### config.mk
export PLATFORM = sky130hd
export DESIGN_NAME = seg7_scan_decoder
export DESIGN_NICKNAME = d
export VERILOG_FILES = /design/src/rtl/seg7_scan_decoder.sv
export SDC_FILE = /design/constraint.sdc
export NUM_CORES = 1
export LEC_CHECK = 0
export ABC_AREA = 1
export ABC_CLOCK_PERIOD_IN_PS = 5200
export BUFFER_PORTS_ARGS = -buffer_cell sky130_fd_sc_hd__buf_4
export CORE_MARGIN = 2
export CORE_UTILIZATION = 50
export CTS_CLUSTER_SIZE = 10
export DETAILED_ROUTE_END_ITERATION = 16
export GPL_ROUTABILITY_DRIVEN = 0
export HOLD_SLACK_MARGIN = 0.05
export PLACE_DENSITY = 0.78
export SETUP_SLACK_MARGIN = 0.15
export SKIP_LAST_GASP = 1
export SLEW_MARGIN = 0
export SYNTH_ARGS = -nofsm -noshare
export SYNTH_HDL_FRONTEND = slang
export SYNTH_SLANG_ARGS = --single-unit
### constraint.sdc
create_clock -name clk -period 5.2 [get_ports clk]
set_input_delay 0.52 -clock clk [delete_from_list [all_inputs] [get_ports clk]]
set_output_delay 0.52 -clock clk [all_outputs]
set_load 0.01 [all_outputs]
### src/rtl/seg7_scan_decoder.sv
// rtl/seg7_scan_decoder.sv - monitors multiplexed 7-segment scan lines and decodes each digit back to hex
module seg7_scan_decoder #(
  parameter int NUM_DIGITS    = 4,
  parameter int COMMON_ANODE  = 0,
  parameter int SETTLE_CYCLES = 4,
  parameter int STABLE_SCANS  = 3
) (
  input  logic                    clk,
  input  logic                    rst_n,
  input  logic [NUM_DIGITS-1:0]   an,
  input  logic [6:0]              segments,
  output logic [4*NUM_DIGITS-1:0] digits_out,
  output logic [NUM_DIGITS-1:0]   blank_out,
  output logic [NUM_DIGITS-1:0]   invalid_out,
  output logic                    frame_valid,
  output logic                    update,
  output logic                    overlap_err
);
  localparam int IW = $clog2(NUM_DIGITS);
  localparam int CW = $clog2(SETTLE_CYCLES + 2);
  localparam int SW = $clog2(STABLE_SCANS + 2);
  localparam logic [NUM_DIGITS-1:0] AN_OFF  = {NUM_DIGITS{COMMON_ANODE != 0}};
  localparam logic [6:0]            SEG_OFF = {7{COMMON_ANODE != 0}};
  localparam logic [NUM_DIGITS-1:0] ONE     = {{(NUM_DIGITS-1){1'b0}}, 1'b1};

  localparam logic [1:0] ST_IDLE   = 2'd0;
  localparam logic [1:0] ST_SETTLE = 2'd1;
  localparam logic [1:0] ST_SAMPLE = 2'd2;
  localparam logic [1:0] ST_HOLD   = 2'd3;

  logic [NUM_DIGITS-1:0] an_meta, an_sync, an_s;
  logic [6:0]            seg_meta, seg_sync, seg_s, seg_ref;
  logic [1:0]            state;
  logic [IW-1:0]         idx, an_idx, smp_idx;
  logic [CW-1:0]         cnt, cnt_inc;
  logic                  an_multi, an_none, cur_match;
  logic                  smp_valid, smp_blank, smp_inv;
  logic [3:0]            smp_val;

  logic [3:0]            cand_val [NUM_DIGITS];
  logic [1:0]            cand_cls [NUM_DIGITS];
  logic [SW-1:0]         cand_cnt [NUM_DIGITS];
  logic [NUM_DIGITS-1:0] seen, seen_next;
  logic [SW-1:0]         new_cnt;
  logic                  hit, differs, commit;

  // Returns {invalid, blank, value}; the exact inverse of the gfedcba hex table.
  function automatic logic [5:0] decode(input logic [6:0] s);
    case (s)
      7'h3F: decode = 6'h00;  7'h06: decode = 6'h01;  7'h5B: decode = 6'h02;  7'h4F: decode = 6'h03;
      7'h66: decode = 6'h04;  7'h6D: decode = 6'h05;  7'h7D: decode = 6'h06;  7'h07: decode = 6'h07;
      7'h7F: decode = 6'h08;  7'h6F: decode = 6'h09;  7'h77: decode = 6'h0A;  7'h7C: decode = 6'h0B;
      7'h39: decode = 6'h0C;  7'h5E: decode = 6'h0D;  7'h79: decode = 6'h0E;  7'h71: decode = 6'h0F;
      7'h00:   decode = 6'h10;
      default: decode = 6'h20;
    endcase
  endfunction

  always_ff @(posedge clk or negedge rst_n) begin
    if (!rst_n) begin
      an_meta  <= AN_OFF;
      an_sync  <= AN_OFF;
      seg_meta <= SEG_OFF;
      seg_sync <= SEG_OFF;
    end else begin
      an_meta  <= an;
      an_sync  <= an_meta;
      seg_meta <= segments;
      seg_sync <= seg_meta;
    end
  end

  always_comb begin
    an_s     = an_sync ^ AN_OFF;
    seg_s    = seg_sync ^ SEG_OFF;
    an_multi = (an_s & (an_s - ONE)) != '0;
    an_none  = an_s == '0;
    an_idx   = '0;
    for (int i = 0; i < NUM_DIGITS; i++) begin
      if (an_s[i]) an_idx = IW'(i);
    end
    cur_match = an_s == (ONE << idx);
    cnt_inc   = cnt + CW'(1);
  end

  assign overlap_err = an_multi;

  always_ff @(posedge clk or negedge rst_n) begin
    if (!rst_n) begin
      state     <= ST_IDLE;
      idx       <= '0;
      seg_ref   <= '0;
      cnt       <= '0;
      smp_valid <= 1'b0;
      smp_idx   <= '0;
      smp_val   <= '0;
      smp_blank <= 1'b0;
      smp_inv   <= 1'b0;
    end else begin
      smp_valid <= 1'b0;
      // Overlapping or absent selects abort whatever activation is in flight.
      if (an_multi || an_none) begin
        state <= ST_IDLE;
      end else begin
        case (state)
          ST_IDLE: begin
            idx     <= an_idx;
            seg_ref <= seg_s;
            cnt     <= CW'(1);
            state   <= (SETTLE_CYCLES == 1) ? ST_SAMPLE : ST_SETTLE;
          end
          ST_SETTLE: begin
            if (!cur_match) begin
              state <= ST_IDLE;
            end else if (seg_s != seg_ref) begin
              seg_ref <= seg_s;
              cnt     <= CW'(1);
            end else begin
              cnt <= cnt_inc;
              if (cnt_inc == CW'(SETTLE_CYCLES)) state <= ST_SAMPLE;
            end
          end
          ST_SAMPLE: begin
            smp_valid                     <= 1'b1;
            smp_idx                       <= idx;
            {smp_inv, smp_blank, smp_val} <= decode(seg_ref);
            state                         <= ST_HOLD;
          end
          default: begin
            if (!cur_match) state <= ST_IDLE;
          end
        endcase
      end
    end
  end

  always_comb begin
    hit = (cand_val[smp_idx] == smp_val) && (cand_cls[smp_idx] == {smp_inv, smp_blank});
    if (!hit)                                          new_cnt = SW'(1);
    else if (cand_cnt[smp_idx] == SW'(STABLE_SCANS))   new_cnt = cand_cnt[smp_idx];
    else                                               new_cnt = cand_cnt[smp_idx] + SW'(1);
    // A digit never committed always counts as different so a first "0" still commits.
    differs = !seen[smp_idx] || (digits_out[4*smp_idx +: 4] != smp_val) ||
              (blank_out[smp_idx] != smp_blank) || (invalid_out[smp_idx] != smp_inv);
    commit    = smp_valid && (new_cnt == SW'(STABLE_SCANS)) && differs;
    seen_next = seen;
    if (commit) seen_next[smp_idx] = 1'b1;
  end

  always_ff @(posedge clk or negedge rst_n) begin
    if (!rst_n) begin
      for (int i = 0; i < NUM_DIGITS; i++) begin
        cand_val[i] <= '0;
        cand_cls[i] <= '0;
        cand_cnt[i] <= '0;
      end
      seen        <= '0;
      digits_out  <= '0;
      blank_out   <= '0;
      invalid_out <= '0;
      frame_valid <= 1'b0;
      update      <= 1'b0;
    end else begin
      update      <= commit;
      seen        <= seen_next;
      frame_valid <= frame_valid | (&seen_next);
      if (smp_valid) begin
        cand_val[smp_idx] <= smp_val;
        cand_cls[smp_idx] <= {smp_inv, smp_blank};
        cand_cnt[smp_idx] <= new_cnt;
      end
      if (commit) begin
        digits_out[4*smp_idx +: 4] <= smp_val;
        blank_out[smp_idx]         <= smp_blank;
        invalid_out[smp_idx]       <= smp_inv;
      end
    end
  end
endmodule
==> reports/qor.yml, run 1 <==
drt:
  vias: 4578
  firstDrtPassIters: 5
  drt_iter0_drc: 284
  avgRoutedWirePerCell_um: 13.4
  drc_errors: 0
  drt_wl_total_mm: 11.5
  drtAntennaViolNets: 0
  viasPerCell: 5.33
die:
  die-area_um2: 12000
  pin_count: 40
  die_y_um: 110
  die_w_um: 110
  rows: 38
  start_util_pct: 51.4
  coreArea_um2: 10800
clocking:
  cts_inserted_buffers: 9
  cts_max_path_buffers: 2
  cts.clk_slew.worst_paths_ns: 0.10
  post_cts_buffers: 0
  clk_latency_ns: 0.37
  post_cts_resized: 0
  tritoncts: "done"
  cts_max_level: 3
  cts_sinks: 111
  cts_root_buffer: "clkbuf_8"
  cts-hold-fix-buffers: 0
sta:
  fin_crit_sh_pct: 58.0
  drv_slew: 0
  hold_slack_ns: 0.203
  clock.fmax_mhz: 332
  relSlewSlack_pct: 40.6
  setup_viol: 0
  worstMarginPinSlew_ns: 0.890
  grt_setup_unrepaired: "false"
  hold_viol_final: 0
  clock_skew_ns: 0.0120
  layout_setup_ws_ns: 2.18
  finalSetupTns_ns: 0
  min_period_ns: 3.02
worst_setup_path:
  cp_top_family: "simple AND/OR/NAND/NOR gates"
  cp_max_fo: 22
  path_cells: "inv_4 -> a21oi_2 -> o21ai_1 -> nand2_1 -> ha_1 -> nand2_1 -> inv_1 -> nand2_1 -> nand2_1 -> inv_2 -> nor2_8 -> nand4_1 -> nand2_1 -> nand2_1 -> o21ai_1"
  worstPathArrival_ns: 3.31
  path_common_cell: "nand2_1"
  cp-end-kind: "register"
  start_kind: "register"
  crit_slowest_cell: "dfrtp_1"
  crit_buf_inv: 3
  critical-path-max-stage-delay_ns: 0.93
  path_class: "reg2reg"
  reg2reg_slack_ns: 2.18
  required_ns: 5.50
synth:
  yosysWarningCount: 0
  synthFlopType: "dfrtp_1"
  synthArstFlopShare_pct: 100
  synth-edff-count: 0
  synth_top_area_cell: "dfrtp_1"
  synth.net_count: 714
  synth_commonest_cells: "231 x nand2_1, 111 x dfrtp_1, 68 x o21ai_0"
  syn-cell-area_um2: 5580
  seq_area_frac_synth_pct: 49.8
  synth_area_per_cell_um2: 8.12
  synth_top_area_share_pct: 49.8
  synth-seq-cells: 111
  synthTopCellsByArea: "dfrtp_1 50%, nand2_1 16%, o21ai_0 6.1%"
  ys_types: 35
  syn-instance-count: 687
  synth_most_common_cell: "nand2_1"
global_route:
  overflow: 0
  first_global_vias: 4453
  track_usage_pct: 20.6
  grt_pass1_wl_mm: 19.7
  antenna_found_initial: 0
  grt_max_degree: 60
final_layout:
  multiInputGateArea_um2: 2400
  fillers: 975
  diodes: 0
  area_growth_pct: 8.46
  num-nets-final: 742
  fin_cells: 859
  regArea_um2: 2780
  drive_gt1_share_pct: 11.1
pwr:
  p_sw_share_pct: 41.5
  irDropWorstVdd_v: 0.000210
  power.density_nw_per_um2: 387
  p_sw_mw: 0.971
  intPower_mw: 1.37
  pwr-share-clk_pct: 18.7
  p_comb_share_pct: 36.8
  power_leakage_nw: 2.99
  seqPwrFrac_pct: 44.5
placement:
  place_ws_ns: 2.27
  dpl.hpwl_mm: 8.20
  dp_cells: 844
  port_buffers: 39
min_path:
  min_path_type: "in2async"
run:
  max_cap_violations: 0
run_status:
  status: "completed"
## final timing paths
path                                             start                         to  cells past startpoint
worst max-delay path            smp_idx[1]$_DFFE_PN0P_      frame_valid$_DFF_PN0_                     15
worst min-delay path                             rst_n  digits_out[7]$_DFFE_PN0P_                      1
worst max register to register  smp_idx[1]$_DFFE_PN0P_      frame_valid$_DFF_PN0_                     15
worst min register to register    an_meta[0]$_DFF_PN0_          an_s[0]$_DFF_PN0_                      0
max in group asynchronous                        rst_n         seg_s[0]$_DFF_PN0_                      2
min in group clk                                 an[2]       an_meta[2]$_DFF_PN0_                      1
## kinds of logic after synthesis
kind of cell / after synthesis / synth area share (%)
simple gates: 370 / 29.1
flops: 111 / 49.8
compound gates: 101 / 9.54
buf+inv: 83 / 7.07
fa+ha+maj: 14 / 3.14
xor+xnor: 7 / 1.10
mux: 1 / 0.202
## through the flow
step                utilization [%]  instance area (um^2)  total power, mW
floorplan                         -                  5580             1.76
global placement               54.3                  5890             1.87
detailed placement             54.3                  5890             1.90
CTS                            55.8                  6050             2.35
global route                   55.8                  6050             2.51
finish                         55.8                  6050             2.34
## power by group through the flow
stage          combinational, mW  sequential (mW)  clock, mW
2_1_floorplan              0.760            0.997          0
3_3_place_gp               0.818             1.05          0
3_5_place_dp               0.848             1.05          0
4_1_cts                    0.852             1.04      0.457
5_1_grt                    0.972             1.05      0.483
6_report                   0.860             1.04      0.438
## registers in the layout, indices dropped and copies added (netlist names), 3 cells and up
signal	count
an_meta	4
an_s	4
blank_out	4
cand_val	16
digits_out	16
seen	4
cand_cls	8
seg_ref	7
invalid_out	4
smp_val	4
seg_meta	7
cnt	3
seg_s	7
cand_cnt	12
## area by class of cell
class / count / share of cell area, %
Clock buffer: 12 / 2.23
Clock inverter: 3 / 0.352
Inverter: 59 / 3.75
Multi-Input combinational cell: 493 / 39.7
Sequential cell: 111 / 45.9
Tap cell: 140 / 2.90
Timing Repair Buffer: 41 / 5.09
## cells in the final DEF (no fill, tap or decap), drive strengths merged
master	instances
nand3	65
xor2	5
o31ai	1
xnor2	2
ha	14
nor3b	1
and2	1
inv	58
clkinv	3
nor3	11
a21oi	18
nand2	233
dfrtp	111
buf	41
o41ai	1
o21ai	80
nor2	46
clkinvlp	1
mux2	1
nand4	7
nor4	6
a31oi	1
clkbuf	12
## per-layer routing
layer | vias up | share of wire (%) | global-route usage (%)
met1 | 2138 | 44 | 26.3
met2 | 145 | 48 | 34.6
li1 | 2270 | - | -
met4 | 0 | 2.6 | 8.95
met3 | 25 | 5.1 | 3.62
met5 | - | 0 | 0
(Power assumes the default switching activity.)
==> inputs of run 2 (changes only) <==
ABC_CLOCK_PERIOD_IN_PS = 2600   (was 5200)
PLACE_DENSITY = 0.81   (was 0.78)
clock period = 2.6 ns   (was 5.2 ns; I/O delays follow)
==> reports/qor.yml, run 2 (synthesized netlist as in run 1, its figures left out) <==
run_status:
  status: "completed"
sta:
  setup_viol: 0
  finalSetupTns_ns: 0
  relSlewSlack_pct: 61.0
  clock.fmax_mhz: 421
  worstMarginPinSlew_ns: 0.579
  fin_crit_sh_pct: 91.5
  min_period_ns: 2.38
  drv_slew: 0
  hold_slack_ns: 0.357
  layout_setup_ws_ns: 0.222
  hold_viol_final: 0
  clock_skew_ns: 0.00879
  grt_setup_unrepaired: "true"
worst_setup_path:
  path_class: "reg2reg"
  path_cells: "buf_6 -> buf_12 -> nand2_1 -> nand3_2 -> nand2_1 -> nand2_1 -> nand2_1 -> nor2_1 -> nand3_2 -> nor2_8 -> nand4_1 -> nand2_1 -> nand2_1 -> o21ai_1"
  cp_max_fo: 20
  crit_start: "smp_idx[0]$_DFFE_PN0P_"
  crit_slowest_cell: "dfrtp_2"
  required_ns: 2.90
  start_kind: "register"
  r2r_start: "smp_idx[0]$_DFFE_PN0P_"
  critical-path-max-stage-delay_ns: 0.53
  path_common_cell: "nand2_1"
  worstRegToRegCells: 14
  cp-end-kind: "register"
  worstPathArrival_ns: 2.68
clocking:
  cts.clk_slew.worst_paths_ns: 0.10
  clk_latency_ns: 0.38
  cts_max_level: 3
  tritoncts: "done"
  cts_inserted_buffers: 9
  cts_sinks: 111
  cts_root_buffer: "clkbuf_8"
  cts_max_path_buffers: 2
min_path:
  min_from: "seg_meta[5]$_DFF_PN0_"
  holdPathStages: 0
  min_path_type: "reg2reg"
global_route:
  antenna_found_initial: 0
  first_global_vias: 4610
  overflow: 0
  grt_max_degree: 67
  track_usage_pct: 22.0
  grt_pass1_wl_mm: 20.7
die:
  coreArea_um2: 10800
  pin_count: 40
  start_util_pct: 51.4
  rows: 38
  die_w_um: 110
  die-area_um2: 12000
  die_y_um: 110
pwr:
  p_total_mw: 5.27
  irDropWorstVdd_v: 0.000401
  power_leakage_nw: 3.21
  power.density_nw_per_um2: 808
final_layout:
  reg_top3: "cand_val x16, digits_out x16, cand_cnt x12"
  final_cell_mix: "227 x nand2_1, 109 x dfrtp_1, 67 x o21ai_0"
  finish.instance_area_um2: 6510
  diodes: 0
  postLayoutCoreUtil_pct: 60.1
  drive_gt1_share_pct: 15.9
  area_growth_pct: 16.8
  fin_cells: 896
  final_common_cell: "nand2_1"
  num-nets-final: 778
run:
  max_cap_violations: 0
placement:
  placed_cell_area_um2: 5930
  dp_cells: 848
  dpl.hpwl_mm: 8.53
  place_ws_ns: 0.203
  port_buffers: 39
drt:
  firstDrtPassIters: 5
  drt_wl_total_mm: 12.9
  viasPerCell: 5.44
  vias: 4876
  drc_errors: 0
  avgRoutedWirePerCell_um: 14.4
  drt_iter0_drc: 345
  drtAntennaViolNets: 0
[run 2: cell types whose count changed in the layout (fill, tap and decap cells not counted), sizes merged]
cell	before	now
buf	41	63
bufinv	0	1
clkinvlp	1	0
dlygate4sd3	0	12
inv	58	60
nand2	233	234
[run 2: final timing paths]
kind                                             end  slack (ns)
min in group asynchronous  digits_out[7]$_DFFE_PN0P_        0.42
setup / recovery               frame_valid$_DFF_PN0_        0.22
hold reg to reg                   seg_s[5]$_DFF_PN0_        0.36
hold / removal                    seg_s[5]$_DFF_PN0_        0.36
setup reg to reg               frame_valid$_DFF_PN0_        0.22
max in group asynchronous     smp_idx[0]$_DFFE_PN0P_        1.42
[run 2: what timing repair did]
item,in CTS,in global routing
hold buffers,12,0
hold endpoints to repair,56,0
resized for setup,0,30
setup buffers,0,18
setup endpoints to repair,0,44
[run 2: cell type report]
| class | instances | area [um^2] |
|---|---|---|
| Timing Repair Buffer | 75 | 651 |
| Sequential cell | 111 | 2780 |
| Clock buffer | 12 | 145 |
| Fill cell | 915 | 4330 |
| Tap cell | 140 | 175 |
| Inverter | 59 | 239 |
| Multi-Input combinational cell | 494 | 2460 |
| Clock inverter | 4 | 52.6 |
| Timing Repair inverter | 1 | 8.76 |
[run 2: metal layers]
metal  global-route usage, %  part of all wire [%]
met5                       0                     0
met4                    7.69                   3.2
met3                    5.33                   6.2
met1                    27.1                    42
met2                    37.7                    49
[run 2: worst max-delay path, delay by kind of cell (launching register included)]
kind / cells / cell delay, ns
simple gates: 11 / 1.35
buf+inv: 2 / 0.29
flops: 1 / 0.53
compound gates: 1 / 0.15
[run 2: where the power goes]
| group | switching [mW] | leakage [nW] | internal [mW] |
|---|---|---|---|
| Combinational | 1.39 | 1.64 | 0.777 |
| Sequential | 0.185 | 1.47 | 1.86 |
| Clock | 0.569 | 0.101 | 0.479 |
==> inputs of run 3 (changes only) <==
CELL_PAD_IN_SITES_DETAIL_PLACEMENT = 0   (was default)
CELL_PAD_IN_SITES_GLOBAL_PLACEMENT = 1   (was default)
CORE_UTILIZATION = 41   (was 50)
PLACE_DENSITY = 0.86   (was 0.81)
==> reports/qor.yml, run 3 (synthesized netlist as in run 1, its figures left out) <==
run_status:
  status: "completed"
sta:
  clock.fmax_mhz: 430
  clock_skew_ns: 0.00882
  grt_setup_unrepaired: "true"
  fin_crit_sh_pct: 89.4
  worstMarginPinSlew_ns: 0.610
  min_period_ns: 2.32
  hold_viol_final: 0
  relSlewSlack_pct: 59.2
  drv_slew: 0
  finalSetupTns_ns: 0
  hold_slack_ns: 0.350
  setup_viol: 0
placement:
  dp_cells: 886
  placed_cell_area_um2: 5990
  dpl.hpwl_mm: 9.15
  port_buffers: 39
run:
  max_cap_violations: 0
die:
  die_y_um: 121
  die-area_um2: 14500
  pin_count: 40
  coreArea_um2: 13200
  start_util_pct: 42.1
  rows: 42
  die_w_um: 121
drt:
  firstDrtPassIters: 5
  avgRoutedWirePerCell_um: 14.3
  drtAntennaViolNets: 0
  vias: 4670
  viasPerCell: 5.05
  drc_errors: 0
  drt_iter0_drc: 275
  drt_wl_total_mm: 13.2
global_route:
  track_usage_pct: 19.4
  antenna_found_initial: 0
  first_global_vias: 4588
  grt_max_degree: 46
  grt_pass1_wl_mm: 22.3
  overflow: 0
final_layout:
  finish.instance_area_um2: 6580
  fin_cells: 924
  diodes: 0
  final_common_cell: "nand2_1"
  multiInputGateArea_um2: 2430
  fillers: 1267
  reg_top3: "cand_val x16, digits_out x16, cand_cnt x12"
  num-nets-final: 771
  drive_gt1_share_pct: 14.6
  area_growth_pct: 18.0
  final_cell_mix: "229 x nand2_1, 109 x dfrtp_1, 67 x o21ai_0"
  regArea_um2: 2780
pwr:
  pwr-share-clk_pct: 25.6
  p_total_mw: 5.52
  p_comb_share_pct: 37.0
  intPower_mw: 3.34
  p_sw_mw: 2.17
  seqPwrFrac_pct: 37.4
  power_leakage_nw: 3.21
  power.density_nw_per_um2: 839
  p_sw_share_pct: 39.4
  irDropWorstVdd_v: 0.000503
clocking:
  cts_root_buffer: "clkbuf_16"
  cts_inserted_buffers: 9
  cts_max_level: 3
  cts_sinks: 111
  cts_max_path_buffers: 2
  tritoncts: "done"
  clk_latency_ns: 0.35
  cts.clk_slew.worst_paths_ns: 0.07
worst_setup_path:
  cp-end-kind: "register"
  critical-path-max-stage-delay_ns: 0.49
  required_ns: 2.88
  worstPathArrival_ns: 2.60
  path_common_cell: "nand2_1"
  crit_slowest_cell: "dfrtp_2"
  cp_max_fo: 17
  start_kind: "register"
  path_class: "reg2reg"
  path_cells: "buf_4 -> nand2_1 -> nand3_1 -> nand2_2 -> inv_2 -> ha_2 -> nand2_1 -> inv_2 -> nand2_1 -> nand3_2 -> nor2_4 -> and2_4 -> nand2_8 -> nor2_8 -> nor2_2 -> a21oi_2"
min_path:
  min_path_type: "reg2reg"
-- run 3: cell types whose count changed in the layout (fill, tap and decap cells not counted), sizes merged --
| cell | before | now |
|---|---|---|
| clkbuf | 12 | 11 |
| inv | 60 | 61 |
| nand2 | 234 | 233 |
| buf | 63 | 56 |
-- run 3: stage by stage --
| step | util (%) | worst slack, ns |
|---|---|---|
| after global placement | 45.3 | 0.237 |
| final | 49.7 | 0.277 |
| after global routing | 49.7 | 0.116 |
| after detailed placement | 45.3 | 0.160 |
| after floorplan | - | 0.249 |
| after CTS | 48.5 | 0.151 |
-- run 3: per-layer routing --
metal  vias up  share of wire (%)  global-route usage, %
li1       2332                  -                      -
met1      2222                 46                   25.6
met2       107                 48                   31.4
met3         9                4.8                   5.19
met4         0                1.1                   5.52
met5         -                  0                      0
-- run 3: path summary, 6_finish.rpt --
path / cells after the start / endpoint / startpoint / slack (ns)
worst min register to register: 0 / an_s[3]$_DFF_PN0_ / an_meta[3]$_DFF_PN0_ / 0.35
min in group asynchronous: 2 / cand_val[8]$_DFFE_PN0P_ / rst_n / 0.41
max in group asynchronous: 3 / seg_ref[2]$_DFFE_PN0P_ / rst_n / 1.40
worst max-delay path: 16 / digits_out[3]$_DFFE_PN0P_ / smp_idx[0]$_DFFE_PN0P_ / 0.28
worst max register to register: 16 / digits_out[3]$_DFFE_PN0P_ / smp_idx[0]$_DFFE_PN0P_ / 0.28
worst min-delay path: 0 / an_s[3]$_DFF_PN0_ / an_meta[3]$_DFF_PN0_ / 0.35
-- run 3: final cells by class --
class | instances | area share, %
Clock buffer | 10 | 3.63
Clock inverter | 5 | 0.970
Inverter | 59 | 3.67
Multi-Input combinational cell | 493 | 36.9
Sequential cell | 111 | 42.3
Tap cell | 176 | 3.35
Timing Repair Buffer | 69 | 9.09
Timing Repair inverter | 1 | 0.133
-- run 3: timing repair --
action                     CTS  global route
hold endpoints to repair    45             0
hold buffers                12             0
setup endpoints to repair    3            44
cloned                       0             2
resized for setup            1            20
setup buffers                0             9
pin swaps                    0             8
-- run 3: critical path: cells and delay by family (launching register included) --
family	cells	cell delay (ns)
simple gates	11	1.22
flops	1	0.49
buf+inv	3	0.27
fa+ha+maj	1	0.17
compound gates	1	0.10
-- run 3: power groups by stage --
stage	Clock (mW)	Combinational, mW	Sequential, mW
after detailed placement	0	1.83	2.07
after global placement	0	1.80	2.07
final	1.41	2.04	2.06
after CTS	1.46	1.85	2.04
after floorplan	0	1.52	1.99
after global routing	1.53	2.30	2.09
